<file path="config.mk">
export PLATFORM = sky130hd
export DESIGN_NAME = logic_reduce_acc
export DESIGN_NICKNAME = d
export VERILOG_FILES = /design/src/rtl/logic_reduce_pkg.sv /design/src/rtl/logic_reduce_op.sv /design/src/rtl/logic_reduce_acc.sv
export SDC_FILE = /design/constraint.sdc
export NUM_CORES = 1
export LEC_CHECK = 0
export CAP_MARGIN = 10
export CORE_MARGIN = 2
export CORE_UTILIZATION = 45
export DETAILED_ROUTE_END_ITERATION = 6
export MAX_ROUTING_LAYER = met4
export PLACE_DENSITY = 0.7
export SLEW_MARGIN = 15
export SYNTH_ARGS = -nofsm -noshare
export SYNTH_HDL_FRONTEND = slang
export SYNTH_HIERARCHICAL = 1
export SYNTH_SLANG_ARGS = --single-unit
</file>
<file path="constraint.sdc">
create_clock -name i_clk -period 2.5 [get_ports i_clk]
set_input_delay 0.5 -clock i_clk [delete_from_list [all_inputs] [get_ports i_clk]]
set_output_delay 0.5 -clock i_clk [all_outputs]
set_load 0.01 [all_outputs]
</file>
<file path="src/rtl/logic_reduce_pkg.sv">
// logic_reduce_pkg
//   Shared types and helpers for the logic_reduce_acc block.
//   mode_e   : fold operation selected by in_mode on the first beat of a packet
//   state_e  : controller states of the accumulator FSM
//   identity : fill bit that makes the first-beat fold return the beat unchanged
package logic_reduce_pkg;

  typedef enum logic [1:0] {
    MODE_AND  = 2'b00,
    MODE_OR   = 2'b01,
    MODE_XOR  = 2'b10,
    MODE_NAND = 2'b11
  } mode_e;

  typedef enum logic [1:0] {
    IDLE  = 2'b00,
    ACCUM = 2'b01,
    DONE  = 2'b10
  } state_e;

  // All-ones for AND/NAND, zero for OR/XOR; callers replicate it to any width.
  function automatic logic identity(input mode_e mode);
    return (mode == MODE_AND) || (mode == MODE_NAND);
  endfunction

endpackage

</file>
<file path="src/rtl/logic_reduce_op.sv">
// logic_reduce_op
//   Combinational bitwise fold of two WIDTH-bit vectors.
//   Ports:
//     i_a    in  WIDTH  running accumulator (or identity fill on a first beat)
//     i_b    in  WIDTH  incoming beat
//     i_mode in  mode_e operation
//     o_y    out WIDTH  folded vector
//   NAND folds as AND; the inversion is applied only at the output of the top,
//   so the accumulator always holds the plain AND of all beats.
module logic_reduce_op
  import logic_reduce_pkg::*;
#(
  parameter int WIDTH = 8
) (
  input  logic [WIDTH-1:0] i_a,
  input  logic [WIDTH-1:0] i_b,
  input  mode_e            i_mode,
  output logic [WIDTH-1:0] o_y
);

  always_comb begin
    o_y = i_a & i_b;
    case (i_mode)
      MODE_OR:  o_y = i_a | i_b;
      MODE_XOR: o_y = i_a ^ i_b;
      default:  o_y = i_a & i_b;
    endcase
  end

endmodule

</file>
<file path="src/rtl/logic_reduce_acc.sv">
// logic_reduce_acc
//   Multi-beat logic reduction unit. Folds a packet of WIDTH-bit beats with
//   AND/OR/XOR/NAND and presents the vector result, a single reduced bit and
//   the (saturating) beat count behind a valid/ready handshake.
//   Optional feature macro: LOGIC_REDUCE_OVF_EN adds the o_out_ovf flag.
//   Ports:
//     i_clk        in   1      clock, rising edge
//     i_rst        in   1      synchronous active-high reset
//     i_in_valid   in   1      beat present
//     o_in_ready   out  1      beat can be accepted (IDLE/ACCUM)
//     i_in_data    in   WIDTH  beat operand
//     i_in_last    in   1      final beat of packet
//     i_in_mode    in   2      fold op, sampled on first beat only
//     o_out_valid  out  1      result present (DONE)
//     i_out_ready  in   1      consumer takes result
//     o_out_vec    out  WIDTH  folded vector (inverted for NAND)
//     o_out_bit    out  1      reduction of accumulator across its bits
//     o_out_beats  out  CW     accepted beats, saturating at MAX_BEATS
//     o_out_ovf    out  1      packet exceeded MAX_BEATS (LOGIC_REDUCE_OVF_EN only)
//
//   state | meaning
//   IDLE  | waiting for first beat of a packet
//   ACCUM | folding further beats until in_last
//   DONE  | result held, waiting for out handshake
module logic_reduce_acc
  import logic_reduce_pkg::*;
#(
  parameter  int WIDTH     = 8,
  parameter  int MAX_BEATS = 16,
  localparam int CW        = $clog2(MAX_BEATS + 1)
) (
  input  logic             i_clk,
  input  logic             i_rst,
  input  logic             i_in_valid,
  output logic             o_in_ready,
  input  logic [WIDTH-1:0] i_in_data,
  input  logic             i_in_last,
  input  logic [1:0]       i_in_mode,
  output logic             o_out_valid,
  input  logic             i_out_ready,
  output logic [WIDTH-1:0] o_out_vec,
  output logic             o_out_bit,
  output logic [CW-1:0]    o_out_beats
`ifdef LOGIC_REDUCE_OVF_EN
  ,
  output logic             o_out_ovf
`endif
);

  localparam logic [CW-1:0] C_MAX = CW'(MAX_BEATS);

  state_e           r_state;
  state_e           w_next;
  mode_e            r_mode;
  logic [WIDTH-1:0] r_acc;
  logic [CW-1:0]    r_beats;

  logic             w_accept;
  logic             w_result;
  logic             w_first;
  mode_e            w_fold_mode;
  logic [WIDTH-1:0] w_fold_a;
  logic [WIDTH-1:0] w_fold;

  assign o_in_ready  = (r_state != DONE);
  assign o_out_valid = (r_state == DONE);
  assign w_accept    = i_in_valid & o_in_ready;
  assign w_result    = o_out_valid & i_out_ready;
  assign w_first     = (r_state == IDLE);

  // First beat folds against the identity of the incoming mode, so the
  // same op instance serves both the first-beat and later-beat paths.
  assign w_fold_mode = w_first ? mode_e'(i_in_mode) : r_mode;
  assign w_fold_a    = w_first ? {WIDTH{identity(w_fold_mode)}} : r_acc;

  logic_reduce_op #(.WIDTH(WIDTH)) u_op (
    .i_a    (w_fold_a),
    .i_b    (i_in_data),
    .i_mode (w_fold_mode),
    .o_y    (w_fold)
  );

  always_ff @(posedge i_clk) begin
    if (i_rst) r_state <= IDLE;
    else       r_state <= w_next;
  end

  always_comb begin
    w_next = r_state;
    case (r_state)
      IDLE: begin
        if (w_accept) w_next = i_in_last ? DONE : ACCUM;
      end
      ACCUM: begin
        if (w_accept && i_in_last) w_next = DONE;
      end
      DONE: begin
        if (w_result) w_next = IDLE;
      end
      default: w_next = IDLE;
    endcase
  end

  always_ff @(posedge i_clk) begin
    if (i_rst) begin
      r_acc   <= '0;
      r_mode  <= MODE_AND;
      r_beats <= '0;
    end else if (w_accept) begin
      r_acc <= w_fold;
      if (w_first) begin
        r_mode  <= w_fold_mode;
        r_beats <= CW'(1);
      end else if (r_beats != C_MAX) begin
        r_beats <= r_beats + CW'(1);
      end
    end
  end

`ifdef LOGIC_REDUCE_OVF_EN
  logic r_ovf;

  // Accept and result handshakes are mutually exclusive (in_ready is low in DONE).
  always_ff @(posedge i_clk) begin
    if (i_rst || w_result) r_ovf <= 1'b0;
    else if (w_accept && !w_first && (r_beats == C_MAX)) r_ovf <= 1'b1;
  end

  assign o_out_ovf = r_ovf;
`endif

  always_comb begin
    o_out_vec = r_acc;
    o_out_bit = &r_acc;
    case (r_mode)
      MODE_OR:   o_out_bit = |r_acc;
      MODE_XOR:  o_out_bit = ^r_acc;
      MODE_NAND: begin
        o_out_vec = ~r_acc;
        o_out_bit = ~&r_acc;
      end
      default: begin
        o_out_vec = r_acc;
        o_out_bit = &r_acc;
      end
    endcase
  end

  assign o_out_beats = r_beats;

endmodule

</file>
==> results of run 1 <==
==> cells by family after synthesis <==
family	count (synthesis)	synth area share, %
AOI/OAI and AO/OA	50	19.9
xor gates and xnor gates	12	6.35
muxes	2	1.36
adders and majority gates	28	21.2
DFF	17	20.6
and+or+nand+nor	60	20.7
buffers and inverters	42	9.91
==> sequential cells by signal, summed over array words and instances (netlist names) <==
register     flops
r_mode           2
r_acc            8
r_state          2
o_out_beats      5
==> stage by stage <==
stage | setup slack, ps | utilization (%) | total power [mW] | hold WS (ps) | cells
after detailed placement | 97.8 | 56.8 | 0.740 | 508 | 290
after global routing | 32.3 | 58.1 | 1.02 | 565 | 294
after floorplan | 532 | - | 0.593 | 475 | 211
after global placement | 123 | 56.8 | 0.734 | 505 | 290
after CTS | 133 | 58.1 | 0.942 | 519 | 294
final | 159 | 58.1 | 0.938 | 517 | 294
==> routing by layer <==
metal  wire length, um  vias up  part of all wire [%]  GRT usage [%]
met3               134        4                   3.9           1.39
met2              1520       38                    44           28.8
met4                34        0                  0.99           5.32
li1                  -      784                     -              -
met5                 0        -                     0              -
met1              1750      658                    51           26.3
==> layout by cell type, fill, tap and decap left out, types with 2 or more instances in the layout <==
master,netlist,routed
dfxtp_1,17,17
buf_4,0,10
a31oi_1,9,9
xnor2_1,11,11
and2_1,2,2
a21o_1,9,9
nor2b_1,10,10
a21oi_1,11,11
nand2_1,12,12
o31ai_1,2,2
inv_2,2,2
mux2_2,2,2
nor2_1,3,3
nand2b_1,8,8
clkbuf_8,0,3
or4_1,2,2
nand4b_1,2,2
clkdlybuf4s50_1,0,29
ha_1,28,28
inv_1,31,31
nand3_1,11,11
o21ai_0,11,11
nand4_1,3,3
==> cell type report <==
cell class	instances	area [um^2]
clock buffer	3	41.3
clock inverter	1	5.00
fill	337	1510
inverter	33	124
multi-input combinational	152	1150
sequential	17	340
tap	48	60.1
timing repair buffer	40	374
==> worst max-delay path by stage <==
stage | from | endpoint | slack, ps | cells past startpoint
6_report | r_acc[3] | o_out_bit | 160 | 6
5_1_grt | r_acc[3] | o_out_bit | 30 | 6
4_1_cts | r_acc[3] | o_out_bit | 130 | 6
3_5_place_dp | r_acc[3] | o_out_bit | 100 | 6
3_3_place_gp | i_in_mode[0] | r_acc[5] | 120 | 11
2_1_floorplan | r_acc[4] | o_out_bit | 530 | 5
==> where the power goes <==
part / switching, mW / total (mW) / internal [mW]
Sequential: 0.0212 / 0.314 / 0.293
Combinational: 0.205 / 0.418 / 0.212
Clock: 0.0962 / 0.207 / 0.110
Total: 0.323 / 0.938 / 0.615
==> timing repair <==
action,4_1_cts,5_1_grt
gates resized for setup,1,0
setup endpoints to repair,1,0
hold buffers,0,0
==> worst max-delay path: stages, from the launching register on <==
cell	delay, ps
dfxtp_1	380
inv_1	100
ha_1	300
xnor2_1	180
xnor2_1	90
o311ai_0	250
dlygate4sd2_1	300
==> flow_metrics.py, run 1 <==
metrics = {
    "clock_tree": {
        "root_buffer": "clkbuf_8",
        "clkSinkCount": 17,
        "post_cts_buffers": 0,
        "cts.clk_slew.worst_paths_ps": 60,
        "clk_latency_ps": 250,
        "cts_tree": "built",
        "cts_buffer_depth": 2,
        "cts_buffers": 3,
        "h-tree-depth": 1,
    },
    "synth": {
        "synth.avg_cell_area_um2": 7.84,
        "yosys.area.top_type_share_pct": 21.2,
        "yosysWarnings": 6,
        "synth_edf_count": 0,
        "ys_seq_area_share_pct": 20.6,
        "synth_area_leaders": "ha_1, dfxtp_1, inv_1",
        "synthesis.area_mm2": 0.00165,
        "yosysMostFrequentCell": "inv_1",
        "synthFlopType": "dfxtp_1",
        "async_reset_ff_share_pct": 0,
        "synth_cell_types": 39,
        "ys_ff_latch": 17,
        "syn_inst": 211,
        "yosysTopAreaCell": "ha_1",
        "synth_fp_nets": 254,
        "netlist_top_cells_count": "inv_1, ha_1, dfxtp_1",
    },
    "setup_path": {
        "path_class": "reg -> out",
        "critPathRequiredTime_ps": 2000,
        "cp-start-kind": "flip-flop",
        "regToRegStartpoint": "r_state[1]",
        "crit_path_end_kind": "output port",
        "reg2regPathDepth": 11,
        "critPathArrivalTime_ps": 1840,
        "reg2reg_slack_ps": 340,
        "critPathMaxFanout": 4,
        "reg2reg_to": "r_acc[0]",
    },
    "detailed_routing": {
        "vias": 1484,
        "drtIter0Drc": 42,
        "first_pass_iters": 4,
        "wire_per_inst_um": 11.7,
        "totalWireLength_mm": 3.45,
        "drtAntennaViolNets": 0,
        "via_per_inst": 5.05,
        "drc": 0,
    },
    "place": {
        "finalWeightedCongestion": 0.817,
        "placed_cell_area_mm2": 0.00205,
        "hpwl_mm": 2.70,
        "io_buffers": 30,
    },
    "grt": {
        "grt_pass1_wl_mm": 6.15,
        "grt_max_degree": 16,
        "gr-total-overflow": 0,
        "grt_util_all_layers_pct": 18.7,
        "grt_pass1_vias": 1338,
        "antenna_found_initial": 0,
    },
    "timing": {
        "clock.fmax_mhz": 427,
        "finalSetupTns_ps": 0,
        "finClkSkew_ps": 11.6,
        "final-setup-viol-count": 0,
        "rsz0062_at_grt": "no",
        "hold_viol": 0,
        "fin_crit_ps": 2340,
        "post-route-period-util_pct": 93.6,
        "slew_viol_final": 0,
        "relSlewSlack_pct": 73.1,
        "worstMarginPinSlew_ps": 398,
    },
    "layout": {
        "stdcell_area_mm2": 0.00209,
        "area_growth_pct": 26.6,
        "layout-drive-gt1-share_pct": 8.94,
        "diodes": 0,
        "fin_nets": 290,
    },
    "status": {
        "status": "completed",
    },
    "power": {
        "p_leak_nw": 0.933,
        "ir_worst_vdd_v": 0.000184,
        "power.density_mw_per_mm2": 448,
    },
    "floorplanning": {
        "start_util_pct": 45.9,
        "die_w_um": 64.6,
        "dieHeight_um": 64.6,
        "core_mm2": 0.00361,
        "die_area_mm2": 0.00418,
        "ios": 31,
        "row_count": 22,
    },
    "worst_hold_path": {
        "worstHoldStart": "r_acc[5]",
        "hold_path_depth": 2,
        "hold_class": "reg -> reg",
        "hold_end": "r_acc[5]",
    },
    "run": {
        "maxCapViolCount": 0,
    },
}
Note: power is estimated with default switching activity, not from simulation.
==> run 2: changes to the inputs <==
- CTS_CLUSTER_SIZE: unset -> 28
==> results of run 2 <==
The final DEF is identical to that of run 1; final timing and power are the same.
==> run 3: changes to the inputs <==
- CORE_UTILIZATION: 45 -> 29
- PLACE_DENSITY: 0.7 -> unset
==> run 3 against run 2 <==
Critical path type unchanged. First-iteration DRC count grew 62%. Clock power about the same. Non-clock buffer count did not move. Global-route usage decreased by 5.5 points. Die area is 51% higher.
==> flow_metrics.py, run 3 (synthesis gave the netlist of run 1 again) <==
metrics = {
    "status": {
        "status": "completed",
    },
    "setup_path": {
        "critPathLaunch": "r_acc[7]",
        "reg2reg_to": "r_acc[1]",
        "cp_top_family": "flip-flops",
        "reg2regPathDepth": 7,
        "path_cells": "inv_1, ha_1, xnor2_1, xnor2_1, o311ai_1, clkdlybuf4s15_1",
        "critPathRequiredTime_ps": 2000,
        "path_class": "reg -> out",
        "max_stage_delay_ps": 410,
        "crit_end": "o_out_bit",
        "cp.depth": 6,
        "path_common_cell": "xnor2_1",
        "critPathArrivalTime_ps": 1810,
        "critPathBufInv": 2,
        "regToRegStartpoint": "r_state[1]",
        "crit_slowest_cell": "dfxtp_1",
        "crit_path_end_kind": "output port",
        "reg2reg_slack_ps": 340,
        "cp-start-kind": "flip-flop",
        "critPathMaxFanout": 4,
    },
    "clock_tree": {
        "cts.clk_slew.worst_paths_ps": 70,
        "hold_buffers": 0,
        "cts_tree": "built",
        "h-tree-depth": 1,
        "clk_latency_ps": 250,
        "post_cts_buffers": 0,
        "root_buffer": "clkbuf_8",
        "cts_buffer_depth": 2,
        "clkSinkCount": 17,
        "cts_buffers": 3,
    },
    "grt": {
        "grt_pass1_wl_mm": 6.64,
        "grt_pass1_vias": 1424,
        "grt_util_all_layers_pct": 13.1,
        "antenna_found_initial": 0,
        "grt_max_degree": 14,
        "gr-total-overflow": 0,
    },
    "layout": {
        "layout_commonest_cell": "inv_1",
        "area_growth_pct": 28.4,
        "final_util_pct": 38.6,
        "stdcell_area_mm2": 0.00212,
        "final_cell_count_no_fill": 318,
        "diodes": 0,
        "largest_reg_flops": 8,
        "layout_common_cells": "inv_1, clkdlybuf4s50_1, ha_1",
        "fin_nets": 290,
        "layout-drive-gt1-share_pct": 8.54,
        "regMostFlops": "r_acc",
    },
    "detailed_routing": {
        "totalWireLength_mm": 3.85,
        "wire_per_inst_um": 12.1,
        "drtIter0Drc": 68,
        "via_per_inst": 4.69,
        "drc": 0,
        "vias": 1492,
        "drtAntennaViolNets": 0,
        "first_pass_iters": 4,
    },
    "floorplanning": {
        "dieHeight_um": 79.5,
        "die_w_um": 79.5,
        "row_count": 27,
        "die_area_mm2": 0.00632,
        "start_util_pct": 30.0,
        "core_mm2": 0.00551,
        "ios": 31,
    },
    "place": {
        "io_buffers": 30,
        "placed_cell_area_mm2": 0.00208,
        "finalWeightedCongestion": 0.801,
        "hpwl_mm": 3.02,
        "dp.cells": 314,
    },
    "power": {
        "p_leak_nw": 0.928,
        "power.density_mw_per_mm2": 446,
        "ir_worst_vdd_v": 0.000195,
    },
    "timing": {
        "rsz0062_at_grt": "no",
        "relSlewSlack_pct": 69.8,
        "final-setup-viol-count": 0,
        "finClkSkew_ps": 0.898,
        "clock.fmax_mhz": 433,
        "post-route-period-util_pct": 92.4,
        "hold_viol": 0,
        "slew_viol_final": 0,
        "finalSetupTns_ps": 0,
        "holdWs_ps": 535,
        "worstMarginPinSlew_ps": 452,
        "fin_crit_ps": 2310,
    },
    "worst_hold_path": {
        "hold_class": "reg -> reg",
    },
    "run": {
        "maxCapViolCount": 0,
    },
}
## run 3: cell types whose count changed in the layout (fill, tap and decap cells not counted), sizes merged
| cell | previous run | this run |
|---|---|---|
| clkinv | 1 | 0 |
| clkdlybuf4s15 | 0 | 1 |
| dlygate4sd2 | 1 | 0 |
| clkbuf | 3 | 4 |
## run 3: timing repair
action	in CTS	in global routing
endpoints found under the setup margin	1	1
pin swaps	0	0
gates resized for setup	1	2
## run 3: metrics by stage
step	total power, mW	setup slack, ps
2_1_floorplan	0.593	532
3_3_place_gp	0.741	93.0
3_5_place_dp	0.747	68.6
4_1_cts	0.952	105
5_1_grt	1.02	53.0
6_report	0.947	190
## run 3: power breakdown
group	internal [mW]	switching, mW	leakage (nW)	total (mW)
clock	0.113	0.0935	0.0228	0.206
combinational	0.215	0.212	0.766	0.427
sequential	0.293	0.0208	0.139	0.313
total	0.621	0.327	0.928	0.947
## run 3: routing by layer
layer | routed length [um] | GRT usage [%]
met2 | 1740 | 20.8
met4 | 34 | 3.62
met3 | 98 | 0.679
met1 | 1980 | 18.3
met5 | 0 | -
## run 3: tightest hold or removal path: cells and delay by family, from the launching register on
kind               cells  cell delay, ps
DFF                    1             340
AOI/OAI and AO/OA      2             140
## run 3: layout make-up
class / count / area [um^2]
clock buffers: 4 / 45.0
fillers: 548 / 3380
inverters: 33 / 124
multi-input cells: 152 / 1150
flip-flops and latches: 17 / 340
well taps: 72 / 90.1
repair buffers: 40 / 375
## run 3: how the worst min path moves through the flow
stage,from,to,slack (ps),cells past startpoint
3_5_place_dp,r_state[1],r_state[0],520,1
2_1_floorplan,r_state[1],r_state[0],470,1
5_1_grt,r_state[1],r_state[0],570,1
6_report,r_mode[0],r_mode[0],540,2
3_3_place_gp,r_acc[5],r_acc[5],510,2
4_1_cts,r_state[1],r_state[0],530,1
